**src/rtl/vga_bus_arbiter.sv**
```systemverilog
// rtl/vga_bus_arbiter.sv - single-port RAM arbiter: VGA fetcher has absolute priority,
// CPU gets a req/ack handshake and a one-entry posted write buffer.
module vga_bus_arbiter #(
  parameter int ADDR_W = 16,
  parameter int DATA_W = 8
) (
  input  logic              i_clk,
  input  logic              i_reset,
  input  logic [ADDR_W-1:0] i_cpu_addr,
  input  logic [DATA_W-1:0] i_cpu_dat,
  input  logic              i_cpu_cs,
  input  logic              i_cpu_we,
  output logic [DATA_W-1:0] o_cpu_dat,
  output logic              o_cpu_ack,
  input  logic [ADDR_W-1:0] i_vga_addr,
  input  logic              i_vga_cs,
  input  logic              i_vga_access,
  output logic [DATA_W-1:0] o_vga_dat,
  output logic              o_vga_err,
  output logic [ADDR_W-1:0] o_mem_addr,
  output logic [DATA_W-1:0] o_mem_dat,
  output logic              o_mem_cs,
  output logic              o_mem_we,
  input  logic [DATA_W-1:0] i_mem_dat
);

  typedef enum logic [1:0] {IDLE, RD_DATA, ACK} state_t;

  state_t            state, state_nxt;
  logic              r_vga_slot;
  logic              wbuf_valid;
  logic [ADDR_W-1:0] wbuf_addr;
  logic [DATA_W-1:0] wbuf_dat;
  logic [DATA_W-1:0] r_cpu_dat;
  logic              r_vga_err;

  logic vga_grant;
  logic drain;
  logic rd_issue;
  logic wr_load;

  // An unannounced VGA cs still wins the bus; it is only flagged as an error.
  always_comb begin
    vga_grant = r_vga_slot | i_vga_cs;
    drain     = !vga_grant && wbuf_valid;
    rd_issue  = !vga_grant && !wbuf_valid && (state == IDLE) && i_cpu_cs && !i_cpu_we;
    wr_load   = (state == IDLE) && i_cpu_cs && i_cpu_we && !wbuf_valid;
  end

  always_comb begin
    o_mem_addr = '0;
    o_mem_dat  = '0;
    o_mem_cs   = 1'b0;
    o_mem_we   = 1'b0;
    if (vga_grant) begin
      o_mem_addr = i_vga_addr;
      o_mem_cs   = i_vga_cs;
    end else if (drain) begin
      o_mem_addr = wbuf_addr;
      o_mem_dat  = wbuf_dat;
      o_mem_cs   = 1'b1;
      o_mem_we   = 1'b1;
    end else if (rd_issue) begin
      o_mem_addr = i_cpu_addr;
      o_mem_cs   = 1'b1;
    end
  end

  always_comb begin
    state_nxt = state;
    case (state)
      IDLE: begin
        if (wr_load) begin
          state_nxt = ACK;
        end else if (rd_issue) begin
          state_nxt = RD_DATA;
        end
      end
      RD_DATA: state_nxt = ACK;
      ACK:     state_nxt = IDLE;
      default: state_nxt = IDLE;
    endcase
  end

  always_ff @(posedge i_clk) begin
    if (i_reset) begin
      state      <= IDLE;
      r_vga_slot <= 1'b0;
      wbuf_valid <= 1'b0;
      wbuf_addr  <= '0;
      wbuf_dat   <= '0;
      r_cpu_dat  <= '0;
      r_vga_err  <= 1'b0;
    end else begin
      state      <= state_nxt;
      r_vga_slot <= i_vga_access;
      if (wr_load) begin
        wbuf_valid <= 1'b1;
        wbuf_addr  <= i_cpu_addr;
        wbuf_dat   <= i_cpu_dat;
      end else if (drain) begin
        wbuf_valid <= 1'b0;
      end
      if (state == RD_DATA) begin
        r_cpu_dat <= i_mem_dat;
      end
      if (i_vga_cs && !r_vga_slot) begin
        r_vga_err <= 1'b1;
      end
    end
  end

  assign o_cpu_ack = (state == ACK);
  assign o_cpu_dat = r_cpu_dat;
  assign o_vga_dat = i_mem_dat;
  assign o_vga_err = r_vga_err;

endmodule

```
**config.mk**
```make
export PLATFORM = sky130hd
export DESIGN_NAME = vga_bus_arbiter
export DESIGN_NICKNAME = d
export VERILOG_FILES = /design/src/rtl/vga_bus_arbiter.sv
export SDC_FILE = /design/constraint.sdc
export NUM_CORES = 1
export LEC_CHECK = 0
export CAP_MARGIN = 20
export CORE_ASPECT_RATIO = 1.25
export CORE_MARGIN = 8
export CORE_UTILIZATION = 43
export DETAILED_ROUTE_END_ITERATION = 16
export PLACE_DENSITY_LB_ADDON = 0.1
export SLEW_MARGIN = 20
export SYNTH_ARGS = -nofsm -noshare
export SYNTH_HDL_FRONTEND = slang
export SYNTH_SLANG_ARGS = --single-unit
```
**constraint.sdc**
```tcl
create_clock -name i_clk -period 4.7 [get_ports i_clk]
set_input_delay 0.94 -clock i_clk [delete_from_list [all_inputs] [get_ports i_clk]]
set_output_delay 0.94 -clock i_clk [all_outputs]
set_load 0.1 [all_outputs]
```
# Word-level counts from Yosys, hierarchy flattened

Index checks and enable logic that the tools add are counted.
W data, S select, Z words.

Multiplexer cells: 15
Equal/unequal tests: 3
Reductions and logical operators: 15
Bitwise logic cells: 1

Operator list:

| cell                 | count |
|---|---|
| $mux W16             | 3 |
| $mux W8              | 2 |
| $logic_and A1 B1 Y1  | 9 |
| $mux W1              | 7 |
| $logic_not A1 Y1     | 4 |
| $mux W2              | 2 |
| $pmux W2 S2          | 1 |
| $ne A3 B3 Y1 const B | 1 |
| $eq A2 B1 Y1 const B | 1 |
| $eq A2 B2 Y1 const B | 1 |
| $logic_not A2 Y1     | 1 |
| $reduce_bool A2 Y1   | 1 |
| $or A1 B1 Y1         | 1 |

Output and inout bits: 44
Input bits: 54
Bits in registers: 37

# Longest topological paths before layout

Gate-level depths: netlist of run 1.

Word-level depth: 9
Depth in mapped cells: 5
Gate-level depth less buffers: 3

# Worst setup path before layout of run 1

No wires, ideal clock.

Kind: input -> output
Start point: input i_cpu_we
End point: output o_mem_addr[10]
Path buffers: 2
Data required time: 3.760 ns
Arrival time: 3.124 ns
Stages on the path: 5
Slack: 0.636 ns
Cell sequence: buf_2 > clkinv_1 > clkbuf_1 > a32oi_1 > a21oi_1

Word-level cells in the longest chain between the ends: 5

Ends and longest elaborated chain:

| item                | RTL line | source |
|---|---|---|
| start, declared     | 12       | `input logic i_cpu_we,` |
| $logic_not A1 Y1    | 46       | `rd_issue = !vga_grant && !wbuf_valid && (state == IDLE) && i_cpu_cs && !i_cpu_we;` |
| $logic_and A1 B1 Y1 | 46       |  |
| $mux W16            | 63       | `end else if (rd_issue) begin` |
| $mux W16            | 58       | `end else if (drain) begin` |
| $mux W16            | 55       | `if (vga_grant) begin` |
| end, declared       | 20       | `output logic [ADDR_W-1:0] o_mem_addr,` |

No other way between the ends.

# Final worst setup path of run 1

Start point: input i_cpu_cs
End point: output o_mem_addr[5]

Word-level cells in the longest chain between the ends: 5

Ends and longest elaborated chain:

| item                             | RTL line | source |
|---|---|---|
| start, declared                  | 11       | `input logic i_cpu_cs,` |
| $logic_and A1 B1 Y1 (2 in a row) | 46       |  |
| $mux W16                         | 63       |  |
| $mux W16                         | 58       |  |
| $mux W16                         | 55       |  |

No other way between the ends.

==> results.yml, run 1 <==
status:
  status: "complete, no violations"
flow_run:
  max-cap-violations: 0
floorplanning:
  core_area_um2: 4390
  die_w_um: 76.3
  initial_core_util_pct: 44.5
  row_count: 27
  die_y_um: 91.4
  dieArea_um2: 6970
  ios: 98
setup_path:
  critPathMaxFanout: 32
  start_kind: "input pin"
  end_kind: "output pin"
  slowest_delay_ns: 0.46
  critPathBufInv: 3
  critical_path.cell_chain: "clkdlybuf4s50_1 > nor4b_4 > buf_4 > a32oi_1 > a21oi_1 > buf_12"
  cp_slowest_cell: "clkdlybuf4s50_1"
  critPathKind: "input pin to output pin"
  critPathTopFamily: "buffers and inverters"
  cp_data_arrival_time_ns: 2.65
  crit_required_ns: 3.76
global_routing:
  grt_pass1_wl_um: 9730
  grt_pass1_vias: 1921
  grt_max_degree: 62
  grt_usage_pct: 16.5
  grt-ovfl-total: 0
  grt_antenna_before_repair: 0
timing:
  drv_slew: 0
  fin_crit_ns: 3.59
  fmax_mhz: 278
  finalSetupViolCount: 0
  fin_skew_ns: 0.00541
  worst_pin_slew_ns: 1.03
  slew_headroom_pct: 31.5
  setup_tns_ns: 0
  grt_setup_unrepaired: "no"
  whs_ns: 0.464
  period_share_pct: 76.5
  hold_viol_final: 0
power:
  sw_frac_of_total_pct: 38.8
  clockPowerShare_pct: 24.3
  seq_power_share_pct: 36.9
  finalPower_uw: 922
  internal_power_uw: 564
  vdd_ir_drop_max_mv: 0.206
  leakage_uw: 0.00115
  pwr-share-comb_pct: 38.8
  p_sw_uw: 357
  powerDensity_nw_per_um2: 298
synth:
  synth_cell_type_count: 22
  synthTopCellsByArea: "dfxtp_1 38%, nand4b_1 11%, nand2b_1 7.7%"
  syn_nets: 286
  yosysWarnings: 0
  netlist_area_um2: 1950
  synth_top_area_share_pct: 37.9
  seq_area_frac_synth_pct: 37.9
  synth-seq-cells: 37
  synth.avg_cell_area_um2: 8.42
  synth_top_cell_by_area: "dfxtp_1"
  synth_cells: 232
routing:
  drt_first_pass_iters: 4
  avgViaCountPerCell: 5.36
  drt_wl_total_um: 5940
  drt-wirelength-per-cell_um: 16.1
  drt-initial-drc-count: 220
  ant_nets: 0
  vias: 1976
  route.detailed.drc: 0
layout:
  diodes: 0
  fin_nets: 364
  syn_to_final_growth_pct: 58.2
  final_cell_mix: "63 x clkdlybuf4s50_1, 37 x dfxtp_1, 25 x nor2_1, 24 x nand2b_1, 24 x nand4b_1"
  drive_above_1_share_pct: 16.1
  finalNonFillerCells: 369
  layout.cells.most_common: "clkdlybuf4s50_1"
  nFillCells: 369
clock_network:
  post_cts_buffers: 0
  ctsHoldBuffers: 0
  insertion_delay_ns: 0.29
  clockRootBuffer: "clkbuf_8"
  clkTransAtPathRegs_ns: 0.08
  cts-resized-gates: 0
  cts_tree: "built"
  cts.sinks: 37
  cts_buffers: 5
  clk_path_buf_depth: 2
  h-tree-depth: 2
worst_hold_path:
  hp-class: "flip-flop to flip-flop"
place:
  gp_congestion: 0.711
  dp_hpwl_um: 4120
  io_buffer_count: 97
  placed_cells: 361
[flip-flops by register name, summed over array words and instances, names as in the netlist]
name,count
o_cpu_dat,8
o_vga_err,1
r_vga_slot,1
state,2
wbuf_addr,16
wbuf_dat,8
wbuf_valid,1
[metrics by stage]
step / cell area (µm²) / setup slack (ns) / util [%]
6_report: 3090 / 1.11 / 70.4
5_1_grt: 3090 / 0.980 / 70.4
4_1_cts: 3090 / 1.09 / 70.4
3_5_place_dp: 3000 / 1.09 / 68.3
3_3_place_gp: 3000 / 1.12 / 68.3
2_1_floorplan: 1950 / 0.636 / -
[kinds of logic (layout without fill, tap and decap cells)]
kind of cell | count (synthesis) | after routing | synth area share (%)
AO/OA/AOI/OAI | 62 | 62 | 19.1
flip-flops | 37 | 37 | 37.9
AND/OR/NAND/NOR | 91 | 91 | 29.8
buffers and inverters | 34 | 113 | 9.15
multiplexers | 8 | 8 | 4.10
[final timing paths]
kind	from	end	slack, ns	cells after the start
setup / recovery	i_cpu_cs	o_mem_addr[5]	1.11	6
hold / removal	wbuf_dat[7]	wbuf_dat[7]	0.46	2
setup reg to reg	wbuf_valid	wbuf_dat[2]	2.28	4
hold reg to reg	wbuf_dat[7]	wbuf_dat[7]	0.46	2
[routing by layer]
layer  track usage, %  wire [µm]  vias up
met1             19.7       2510      914
met3             5.13        380        6
met4             5.95         87        0
met2             27.2       2970       68
li1                 -          -      988
met5                0          0        -
[Yosys cell counts]
cell,number
nor4bb_1,1
nor2_1,26
a21oi_1,20
buf_2,5
nand4b_1,24
nor2b_1,3
clkbuf_1,15
and2_1,2
inv_1,1
o21ai_1,20
nand2_1,1
clkinv_1,1
o21bai_1,1
dfxtp_1,37
nor4b_4,1
and3_1,8
a32oi_1,16
mux2i_1,8
buf_4,12
o21ai_0,5
nor3_1,1
nand2b_1,24
[worst register-to-register path, cell delays in order, from the launching register on]
cell and delay, ns:
dfxtp_1 0.65, nor4b_4 0.42, buf_4 0.23, and2_1 0.75, o21ai_0 0.21
[power groups by stage]
stage	clock [µW]	sequential (µW)	combinational (µW)
floorplan	0	353	219
global placement	0	347	357
detailed placement	0	347	360
CTS	232	340	361
global route	242	342	374
finish	224	340	358
[final cells by class]
class | count | area [µm²] | share of cell area, %
Inverter | 2 | 7.51 | 0.243
Clock buffer | 5 | 68.8 | 2.23
Sequential cell | 37 | 741 | 24.0
Tap cell | 58 | 72.6 | 2.35
Multi-Input combinational cell | 161 | 1040 | 33.5
Timing Repair Buffer | 103 | 1140 | 37.0
Clock inverter | 3 | 21.3 | 0.688
No activity file was read; power rests on OpenSTA's default activity.
==> run 2, diff against run 1 <==
--- a/config.mk
+++ b/config.mk
@@ -8,7 +8,7 @@
 export CAP_MARGIN = 20
 export CORE_ASPECT_RATIO = 1.25
 export CORE_MARGIN = 8
-export CORE_UTILIZATION = 43
+export CORE_UTILIZATION = 40
 export DETAILED_ROUTE_END_ITERATION = 16
 export PLACE_DENSITY_LB_ADDON = 0.1
 export SLEW_MARGIN = 20
==> constraint.sdc (replaced) <==
create_clock -name i_clk -period 3.4 [get_ports i_clk]
set_input_delay 0.68 -clock i_clk [delete_from_list [all_inputs] [get_ports i_clk]]
set_output_delay 0.68 -clock i_clk [all_outputs]
set_load 0.1 [all_outputs]
==> run 2 against run 1 <==
Effect of this change:
- first-iteration DRC count decreased by 29%
- via count up 1.1%
- global-route usage down 0.63 points
- sequential cell count unchanged
- clock skew increased by 0.0019 ns
- register-to-register slack lost 0.65 ns
- sequential power grew 36%
- non-clock buffer count increased by 2
- core utilization is 0.72 points lower
- highest routed layer unchanged
==> results.yml, run 2 (synthesis gave the netlist of run 1 again) <==
status:
  status: "complete, no violations"
timing:
  hold_viol_final: 0
  setup_ws_ns: 0.345
  fin_crit_ns: 3.05
  period_share_pct: 89.8
  slew_headroom_pct: 34.4
  fmax_mhz: 327
  worst_pin_slew_ns: 0.981
  drv_slew: 0
  fin_skew_ns: 0.00726
  setup_tns_ns: 0
  whs_ns: 0.464
  finalSetupViolCount: 0
  grt_setup_unrepaired: "no"
setup_path:
  ff2ff_path_depth: 5
  cp_data_arrival_time_ns: 2.37
  crit_required_ns: 2.72
  worstReg2RegEnd: "wbuf_addr[12]"
  end_kind: "output pin"
  critPathMaxFanout: 17
  r2r-start: "state[1]"
  reg2reg_slack_ns: 1.63
  start_kind: "input pin"
  critPathKind: "input pin to output pin"
clock_network:
  cts_tree: "built"
  ctsHoldBuffers: 0
  cts.sinks: 37
  h-tree-depth: 2
  post_cts_buffers: 0
  clkTransAtPathRegs_ns: 0.07
  clockRootBuffer: "clkbuf_8"
  cts-resized-gates: 0
  cts_buffers: 5
  insertion_delay_ns: 0.29
  clk_path_buf_depth: 2
place:
  dp_hpwl_um: 4170
  dp_slack_ns: 0.355
  place_area_um2: 3180
  gp_congestion: 0.744
  io_buffer_count: 97
floorplanning:
  dieArea_um2: 7390
  initial_core_util_pct: 41.3
  core_area_um2: 4730
  die_y_um: 94.2
  die_w_um: 78.5
  row_count: 28
  ios: 98
global_routing:
  grt_usage_pct: 15.9
  grt_pass1_wl_um: 9650
  grt-ovfl-total: 0
  grt_antenna_before_repair: 0
  grt_pass1_vias: 2049
  grt_max_degree: 62
worst_hold_path:
  min_from: "wbuf_dat[7]"
  hold_path_depth: 2
  hold_end: "wbuf_dat[7]"
  hp-class: "flip-flop to flip-flop"
layout:
  top_register: "wbuf_addr"
  syn_to_final_growth_pct: 68.6
  final_cell_area_um2: 3300
  drive_above_1_share_pct: 21.4
  diodes: 0
  fin_nets: 366
  largest_reg_flops: 16
  layout.cells.most_common: "clkdlybuf4s50_1"
  final_cell_mix: "61 x clkdlybuf4s50_1, 37 x dfxtp_1, 26 x buf_12, 25 x nor2_1"
power:
  powerDensity_nw_per_um2: 413
  finalPower_uw: 1360
  vdd_ir_drop_max_mv: 0.265
  leakage_uw: 0.00120
routing:
  drt-wirelength-per-cell_um: 15.7
  ant_nets: 0
  route.detailed.drc: 0
  drt-initial-drc-count: 157
  drt_wl_total_um: 5840
  avgViaCountPerCell: 5.35
  drt_first_pass_iters: 5
  vias: 1997
flow_run:
  max-cap-violations: 0
==> run 2: critical path, cell delays in order <==
cell and delay [ns]:
clkdlybuf4s50_1 0.49, clkinv_1 0.44, a32oi_1 0.46, a21oi_2 0.12
buf_12 0.18
==> run 2: power breakdown <==
group,switching (µW),leakage (µW),internal [µW]
Clock,164,0.0000543,219
Sequential,11.5,0.000302,453
Combinational,323,0.000848,190
==> run 2: cell type report <==
class	instances	area (µm²)
fill	388	1430
timing repair buffer	105	1270
multi-input combinational	161	1090
sequential	37	741
tap	60	75.1
clock buffer	5	68.8
clock inverter	3	46.3
inverter	2	7.51
==> run 2: worst max-delay path by stage <==
| stage | startpoint | end |
|---|---|---|
| 3_3_place_gp | i_cpu_we | o_mem_addr[14] |
| 2_1_floorplan | i_vga_cs | o_mem_addr[1] |
| 3_5_place_dp | i_cpu_we | o_mem_addr[14] |
| 5_1_grt | i_cpu_we | o_mem_addr[14] |
| 6_report | i_cpu_we | o_mem_addr[14] |
| 4_1_cts | i_cpu_we | o_mem_addr[14] |
==> run 2: metal layers <==
layer | GRT usage (%) | share of wire, % | vias to the layer above
met3 | 7.28 | 7.7 | 7
met2 | 26.7 | 48 | 65
met5 | 0 | 0 | -
met1 | 17.2 | 42 | 933
met4 | 5.42 | 1.7 | 0
li1 | - | - | 992
==> run 2: per-stage QoR <==
step	util (%)	cells
5_1_grt	69.7	373
6_report	69.7	373
3_3_place_gp	67.2	365
2_1_floorplan	-	232
3_5_place_dp	67.2	365
4_1_cts	69.7	373
